## src/rtl/jk_bank_arbiter_if.sv

```systemverilog
// Request/grant bus between requesters and the JK bank arbiter.
// Pure wiring, no latency.
// Requesters hold iReq until oAck; the arbiter side owns every output.
interface jk_bank_arbiter_if #(
   parameter int NREQ  = 4,
   parameter int WIDTH = 8
);
   logic [NREQ-1:0]       iReq;
   logic [2*NREQ-1:0]     iOp;
   logic [WIDTH*NREQ-1:0] iMask;
   logic [NREQ-1:0]       oGnt;
   logic [NREQ-1:0]       oAck;
   logic [WIDTH-1:0]      oJ;
   logic [WIDTH-1:0]      oK;
   logic [WIDTH-1:0]      oQ;
   logic [WIDTH-1:0]      oQn;
   logic                  oBusy;

   // requester side
   modport master (
      output iReq, iOp, iMask,
      input  oGnt, oAck, oJ, oK, oQ, oQn, oBusy
   );

   // arbiter side
   modport slave (
      input  iReq, iOp, iMask,
      output oGnt, oAck, oJ, oK, oQ, oQn, oBusy
   );
endinterface

```

## src/rtl/jk_bank_arbiter.sv

```systemverilog
// Round-robin arbiter that owns a bank of WIDTH JK flops and applies one command per grant.
// Latency: grant at edge 0, bank updated at edge 1, ack pulse edge 1..2; one transaction per 3 cycles.
// Backpressure: losers keep iReq high and are served later; no request is dropped while iReq holds.
module jk_bank_arbiter #(
   parameter int NREQ  = 4,
   parameter int WIDTH = 8
) (
   input logic            iClk,
   input logic            iRst_n,
   jk_bank_arbiter_if.slave bus
);
   localparam int IW = $clog2(NREQ);

   typedef enum logic [1:0] {
      IDLE  = 2'd0,
      APPLY = 2'd1,
      ACK   = 2'd2
   } state_t;

   state_t           state;
   state_t           stateNext;
   logic [IW-1:0]    ptr;
   logic [IW-1:0]    winner;
   logic [IW-1:0]    pick;
   logic [IW:0]      pickSum;
   logic             found;
   logic [NREQ-1:0]  reqRot;
   logic [1:0]       opSel;
   logic [1:0]       opLat;
   logic [WIDTH-1:0] maskSel;
   logic [WIDTH-1:0] maskLat;
   logic [WIDTH-1:0] q;
   logic [WIDTH-1:0] jVec;
   logic [WIDTH-1:0] kVec;
   logic [NREQ-1:0]  gnt;
   logic [NREQ-1:0]  ack;
   logic             busy;

   // Round-robin search: rotate requests so bit 0 is the pointer, take the first set bit.
   always_comb begin
      reqRot  = NREQ'({bus.iReq, bus.iReq} >> ptr);
      found   = 1'b0;
      pick    = '0;
      pickSum = '0;
      for (int k = 0; k < NREQ; k++) begin
         if (!found && reqRot[k]) begin
            found   = 1'b1;
            pickSum = {1'b0, ptr} + (IW+1)'(k);
            if (pickSum >= (IW+1)'(NREQ)) begin
               pickSum = pickSum - (IW+1)'(NREQ);
            end
            pick = pickSum[IW-1:0];
         end
      end
   end

   // Mux out the candidate winner's command and mask.
   always_comb begin
      opSel   = '0;
      maskSel = '0;
      for (int r = 0; r < NREQ; r++) begin
         if (pick == IW'(r)) begin
            opSel   = bus.iOp[2*r +: 2];
            maskSel = bus.iMask[WIDTH*r +: WIDTH];
         end
      end
   end

   // State register.
   always_ff @(posedge iClk) begin
      if (!iRst_n) begin
         state <= IDLE;
      end else begin
         state <= stateNext;
      end
   end

   // Next state: IDLE waits for a request, then APPLY and ACK each take one cycle.
   always_comb begin
      stateNext = state;
      case (state)
         IDLE:    stateNext = found ? APPLY : IDLE;
         APPLY:   stateNext = ACK;
         ACK:     stateNext = IDLE;
         default: stateNext = IDLE;
      endcase
   end

   // J/K drive exists only during APPLY; op bit 0 means J, op bit 1 means K.
   always_comb begin
      jVec = '0;
      kVec = '0;
      if (state == APPLY) begin
         jVec = maskLat & {WIDTH{opLat[0]}};
         kVec = maskLat & {WIDTH{opLat[1]}};
      end
   end

   // Latch the winner, update the bank, pulse ack and advance the pointer on completion.
   always_ff @(posedge iClk) begin
      if (!iRst_n) begin
         ptr     <= '0;
         winner  <= '0;
         opLat   <= '0;
         maskLat <= '0;
         q       <= '0;
         gnt     <= '0;
         ack     <= '0;
         busy    <= 1'b0;
      end else begin
         case (state)
            IDLE: begin
               if (found) begin
                  winner  <= pick;
                  opLat   <= opSel;
                  maskLat <= maskSel;
                  gnt     <= {{(NREQ-1){1'b0}}, 1'b1} << pick;
                  busy    <= 1'b1;
               end
            end
            APPLY: begin
               q   <= (jVec & ~q) | (~kVec & q);
               ack <= gnt;
            end
            ACK: begin
               ptr  <= (winner == IW'(NREQ-1)) ? '0 : winner + IW'(1);
               gnt  <= '0;
               ack  <= '0;
               busy <= 1'b0;
            end
            default: begin
               gnt  <= '0;
               ack  <= '0;
               busy <= 1'b0;
            end
         endcase
      end
   end

   assign bus.oGnt  = gnt;
   assign bus.oAck  = ack;
   assign bus.oJ    = jVec;
   assign bus.oK    = kVec;
   assign bus.oQ    = q;
   assign bus.oQn   = ~q;
   assign bus.oBusy = busy;
endmodule

```

## src/flat_wrapper.sv

```systemverilog
// flat-port wrapper written by rule: the top's interface ports become plain ports
module jk_bank_arbiter_flat 
#(
   parameter int NREQ  = 4,
   parameter int WIDTH = 8
)
  (iClk, iRst_n, bus_iReq, bus_iOp, bus_iMask, bus_oGnt, bus_oAck, bus_oJ, bus_oK, bus_oQ, bus_oQn, bus_oBusy);
  jk_bank_arbiter_if #(.NREQ(NREQ), .WIDTH(WIDTH)) bus_i ();
  input logic iClk;
  input logic iRst_n;
  input wire logic [$bits(bus_i.iReq)-1:0] bus_iReq;
  input wire logic [$bits(bus_i.iOp)-1:0] bus_iOp;
  input wire logic [$bits(bus_i.iMask)-1:0] bus_iMask;
  output wire logic [$bits(bus_i.oGnt)-1:0] bus_oGnt;
  output wire logic [$bits(bus_i.oAck)-1:0] bus_oAck;
  output wire logic [$bits(bus_i.oJ)-1:0] bus_oJ;
  output wire logic [$bits(bus_i.oK)-1:0] bus_oK;
  output wire logic [$bits(bus_i.oQ)-1:0] bus_oQ;
  output wire logic [$bits(bus_i.oQn)-1:0] bus_oQn;
  output wire logic [$bits(bus_i.oBusy)-1:0] bus_oBusy;
  assign bus_i.iReq = bus_iReq;
  assign bus_i.iOp = bus_iOp;
  assign bus_i.iMask = bus_iMask;
  assign bus_oGnt = bus_i.oGnt;
  assign bus_oAck = bus_i.oAck;
  assign bus_oJ = bus_i.oJ;
  assign bus_oK = bus_i.oK;
  assign bus_oQ = bus_i.oQ;
  assign bus_oQn = bus_i.oQn;
  assign bus_oBusy = bus_i.oBusy;
  jk_bank_arbiter #(.NREQ(NREQ), .WIDTH(WIDTH)) u_core (.iClk(iClk), .iRst_n(iRst_n), .bus(bus_i));
endmodule
```

## config.mk

```make
export PLATFORM = sky130hd
export DESIGN_NAME = jk_bank_arbiter_flat
export DESIGN_NICKNAME = d
export VERILOG_FILES = /design/src/rtl/jk_bank_arbiter_if.sv /design/src/rtl/jk_bank_arbiter.sv /design/src/flat_wrapper.sv
export SDC_FILE = /design/constraint.sdc
export NUM_CORES = 1
export LEC_CHECK = 0
export BUFFER_PORTS_ARGS = -buffer_cell sky130_fd_sc_hd__buf_2
export CAP_MARGIN = 25
export CORE_MARGIN = 8
export CORE_UTILIZATION = 44
export DETAILED_ROUTE_END_ITERATION = 12
export GPL_TIMING_DRIVEN = 0
export PLACE_DENSITY = 0.79
export SLEW_MARGIN = 20
export SYNTH_ARGS = -nofsm -noshare
export SYNTH_HDL_FRONTEND = slang
export SYNTH_SLANG_ARGS = --single-unit
```

## constraint.sdc

```tcl
create_clock -name iClk -period 2.2 [get_ports iClk]
set_clock_uncertainty 0.1 [all_clocks]
set_input_delay 0 -clock iClk [delete_from_list [all_inputs] [get_ports iClk]]
set_output_delay 0 -clock iClk [all_outputs]
set_load 0.01 [all_outputs]
```

# ---- After elaboration in Yosys (flattened, before gate mapping)
# Index checks and enable logic that the tools add are counted.
dict set report classes {
  addsub 8
  n_lt_le_gt_ge 4
  eq_ne 7
  shifts 2
  mux 30
  bitwise 8
  reduce_logical 10
}
# operator n
set op_table {}
lappend op_table {{$mux W8} 6}
lappend op_table {{$and A8 B8 Y8} 4}
lappend op_table {{$mux W2} 13}
lappend op_table {{$not A8 Y8} 2}
lappend op_table {{$pmux W4 S2} 2}
lappend op_table {{$ge A3 B3 Y1 const B} 3}
lappend op_table {{$eq A2 B2 Y1 const B} 4}
lappend op_table {{$or A8 B8 Y8} 1}
lappend op_table {{$shr A8 B2 Y4} 1}
lappend op_table {{$sub A2 B1 Y2 const B} 4}
lappend op_table {{$add A2 B2 Y3 const B} 2}
lappend op_table {{$mux W1} 6}
lappend op_table {{$eq A2 B1 Y1 const B} 2}
lappend op_table {{$logic_not A2 Y1} 2}
lappend op_table {{$mux W4} 1}
lappend op_table {{$pmux W2 S2} 1}
lappend op_table {{$reduce_and A2 Y1} 2}
lappend op_table {{$shl A1 B2 Y4 const A} 1}
lappend op_table {{$add A2 B1 Y3 const B} 1}
lappend op_table {{$ge A2 B3 Y1 const B} 1}
lappend op_table {{$logic_and A1 B1 Y1} 3}
lappend op_table {{$logic_not A1 Y1} 3}
lappend op_table {{$add A2 B1 Y2 const B} 1}
lappend op_table {{$ne A2 B1 Y1 const B} 1}
lappend op_table {{2 further kinds} 2}
dict set report word_totals {
  regBits 33
  input_bits 46
  output_inout_bits 41
  word_cells 78
}

# ---- Logic depth before layout (Yosys ltp)
dict set report logic_depth {
  depth_word 16
  depth_mapped 8
  ltp_nobuf 6
}

# ---- Least setup slack after synthesis
# OpenSTA, ideal clock, no wires.
dict set report synth_path {
  kind {flip-flop to flip-flop}
  start {register u_core.ptr[1]}
  end {register u_core.maskLat[3]}
  setup_ns 0.122
  arrival_time_ns 1.408
  required_ns 1.978
  slack_ns 0.570
  path_stages_with_launch 8
  path_buffers 1
  synth_period_minus_slack_ns 1.630
  path_cell_list {dfxtp_1 > a21o_1 > a21oi_1 > o22a_2 > buf_6 > mux2_4 > o22ai_1 > a21oi_1}
}
dict set report synth_between {
  elab_chain_cells 16
  elab_cells_between_ends 39
  classes_between {add/sub: 7; order compare: 4; eq/ne: 3; shift: 1; mux: 16; reduce/logical: 8}
}
# item line_no
set synth_rtl {}
lappend synth_rtl {{from (decl)} jk_bank_arbiter.sv:22} ;# logic [IW-1:0] ptr;
lappend synth_rtl {{from (signal assigned)} jk_bank_arbiter.sv:126} ;# ptr <= (winner == IW'(NREQ-1)) ? '0 : winner + IW'(1);
lappend synth_rtl {{branches (longest 16 deep; another with $add A2 B1 Y3)} -}
lappend synth_rtl {{to (signal assigned)} jk_bank_arbiter.sv:116} ;# maskLat <= maskSel;
lappend synth_rtl {{to (decl)} jk_bank_arbiter.sv:31} ;# logic [WIDTH-1:0] maskLat;
# Several ways; the timed one is not identified.
# A chain may end at the register's enable or synchronous reset.

# ---- Worst setup path after layout
dict set report layout_path {
  start {register u_core.ptr[1]}
  end {register u_core.maskLat[0]}
}
# Same word-level chain as after synthesis.

==> metrics.txt <==
Seq cells post-synth=33; Via density=5.092; H-Tree Level Count=2; Core Footprint=3606 µm²; CP endpoint kind=flop; # IOs=87; wire per inst=15.01 µm; cell area after layout=2510 µm²; DRC Markers=0; Post-synth EDFFs=0; highest-count cells in the layout ignoring fill and taps=buf_2 (89), dfxtp_1 (32), dlygate4sd3_1 (29), nor2_1 (21); Hold Vio Cnt, Final=0; Initial Utilization=45.32%; syn_area_per_cell=8.692 µm²; fraction of layout cells with a size suffix above 1=35.26%; Layout area overhead=53.60%; PD cells=586.0 nW/µm²; Ant. Diodes=0; Max Transition Viols Final=0; yosys warns=0; Reg area=661.9 µm²; Clock Path Buffers=2; ys flop type=dfxtp_1; commonest non-fill, non-tap cell in the layout=buf_2; Setup Crit Path Kind=flop to flop; Distinct cells, synth=30; post-synthesis async set-or-reset flop share=0%; post-layout minimum cycle time=2.106 ns; internal power=0.001038 W; RSZ-0062 raised after global routing=no; std cell rows=22; Gate Count Post-Synth=188; min-delay worst type=input port to flop; routed vias=1833; Die ar.=5920 µm²; sequential cell area fraction in the yosys report=40.43%; Die Y=76.94 µm; First DRT Iteration DRCs=152; Design Power=0.001471 W; Mapped Nets=235; R2R Path Start=u_core.ptr[1]$_SDFFE_PN0N_; routability cong.=0.7564; grt total ovfl=0; Root Driver=clkbuf_8; r2r setup slk=0.09 ns; Worst Reg2Reg Path Length in Cells=7; Net Sw Power=0.0004324 W; I/O Buffers=86; final setup vio count=0; first-pass GRT wire length=8.880 mm; VDD IR max=0.4612 mV; nets=358; largest fanout on the critical path=10; Tcrit/Tclk final=95.72%; largest net degree at the start of global routing=11; Reg clk slew, reported paths=0.07 ns; CP startpoint=u_core.ptr[1]$_SDFFE_PN0N_; dpl ws=0.2847 ns; setup_tns=0 ns; Die X=76.94 µm; fmax=474.9 MHz; HP Start=bus_iMask[22]; Sw Ratio=29.40%; clock sinks=33; Routed Antenna Nets=0; LEAKAGE=1.207 nW; vias in the first global route=1868; Clock Power Share=30.1%; sequential share of power=46.3%; FF-to-FF End=u_core.maskLat[0]$_SDFFE_PN0N_; hold-critical path endpoint=u_core.maskLat[6]$_SDFFE_PN0N_; DP Wirelength=3.765 mm; DRT Pass-1 Iters=4; area of the multi-input gates=864.6 µm²; startpoint types=flop; Syn Std Cell Area=1634 µm²; Slew @ Worst Pin=0.6654 ns; TritonCTS clock tree=yes; area post-placement=2125 µm²; max cap viols=0; final wirelength=5.404 mm; status=finished clean; Logic pwr share=23.6%; gr usage total=18.02%; final setup margin=0.09425 ns; initial antenna violation count=0; Worst EP arrival=2.17 ns; Clk Latency, worst-skew pair=0.29 ns; number of buffers created by CTS=5; filler instances=290; CP required=2.26 ns; max_slew headroom=55.23%; Worst Hold Depth=4
## registers in the layout, summed over array words and instances (netlist names)
| name | flops |
|---|---|
| u_core.opLat | 2 |
| u_core.bus.oAck | 4 |
| u_core.bus.oGnt | 4 |
| u_core.bus.oBusy | 1 |
| u_core.winner | 2 |
| u_core.maskLat | 8 |
| u_core.state | 2 |
| u_core.bus.oQ | 8 |
| u_core.ptr | 2 |
## worst max-delay path, stage by stage, from the launching register on
cell           delay [ns]
dfxtp_2              0.35
a21o_1               0.16
a21oi_1              0.15
o22a_2               0.17
buf_8                0.16
mux2i_1              0.20
dlygate4sd3_1        0.57
o221ai_1             0.12
## what timing repair did
item,in CTS,in global routing
endpoints found under the setup margin,0,1
hold buffers,29,0
gates resized for setup,0,2
buffers inserted,0,1
endpoints found under the hold margin,13,0
## synth_stat cells, drive strengths merged (6+ instances only)
master / n / share of area, %
and3: 16 / 6.1
mux2i: 13 / 8.0
nand3: 7 / 2.1
nor2: 22 / 5.2
mux2: 6 / 5.1
o221ai: 10 / 5.4
inv: 12 / 2.8
a21oi: 16 / 4.9
o22ai: 7 / 2.7
nand2: 9 / 2.1
buf: 6 / 2.8
dfxtp: 33 / 40
a211oi: 9 / 4.1
## power groups by stage
stage          registers (W)  logic [W]  clock network [W]
2_1_floorplan       0.000686   0.000189                  0
6_report            0.000681   0.000347           0.000443
5_1_grt             0.000686   0.000382           0.000483
3_3_place_gp        0.000690   0.000294                  0
4_1_cts             0.000678   0.000340           0.000458
3_5_place_dp        0.000692   0.000297                  0
## layout make-up
class | count | area share, %
clock inverters | 2 | 0.3988
clock buffers | 6 | 2.891
multi-input cells | 132 | 34.45
well taps | 48 | 2.393
plain buffers | 11 | 2.692
flip-flops and latches | 33 | 26.37
repair buffers | 116 | 29.01
inverters | 12 | 1.795
## cell families after synthesis
group	share of synthesized area [%]
compound gates	18.68
buf+inv	6.661
fa+ha+maj	0.7656
mux	13.02
simple gates	20.45
flops	40.43
## metrics by stage
stage          util, %  std cells  hold WS [ns]
3_3_place_gp     58.92        322        0.1887
3_5_place_dp     58.92        322        0.1925
4_1_cts          69.26        359       0.03844
6_report         69.60        360       0.04497
2_1_floorplan        -        188       0.03772
5_1_grt          69.60        360       0.05745
## worst max-delay path by stage
stage / to / depth (start not counted)
floorplan: u_core.maskLat[3]$_SDFFE_PN0N_ / 7
global placement: u_core.maskLat[6]$_SDFFE_PN0N_ / 5
detailed placement: u_core.maskLat[6]$_SDFFE_PN0N_ / 5
CTS: u_core.maskLat[0]$_SDFFE_PN0N_ / 7
global route: u_core.maskLat[0]$_SDFFE_PN0N_ / 7
finish: u_core.maskLat[0]$_SDFFE_PN0N_ / 7
## routing by layer
layer  track usage (%)  routed length [µm]  up-vias
li1                  -                   -      922
met1             20.42                2316      828
met2             29.65                2539       76
met3             7.925                 488        7
met4             5.385                  60        0
met5                 0                   0        -
Note: power is estimated with default switching activity, not from simulation.
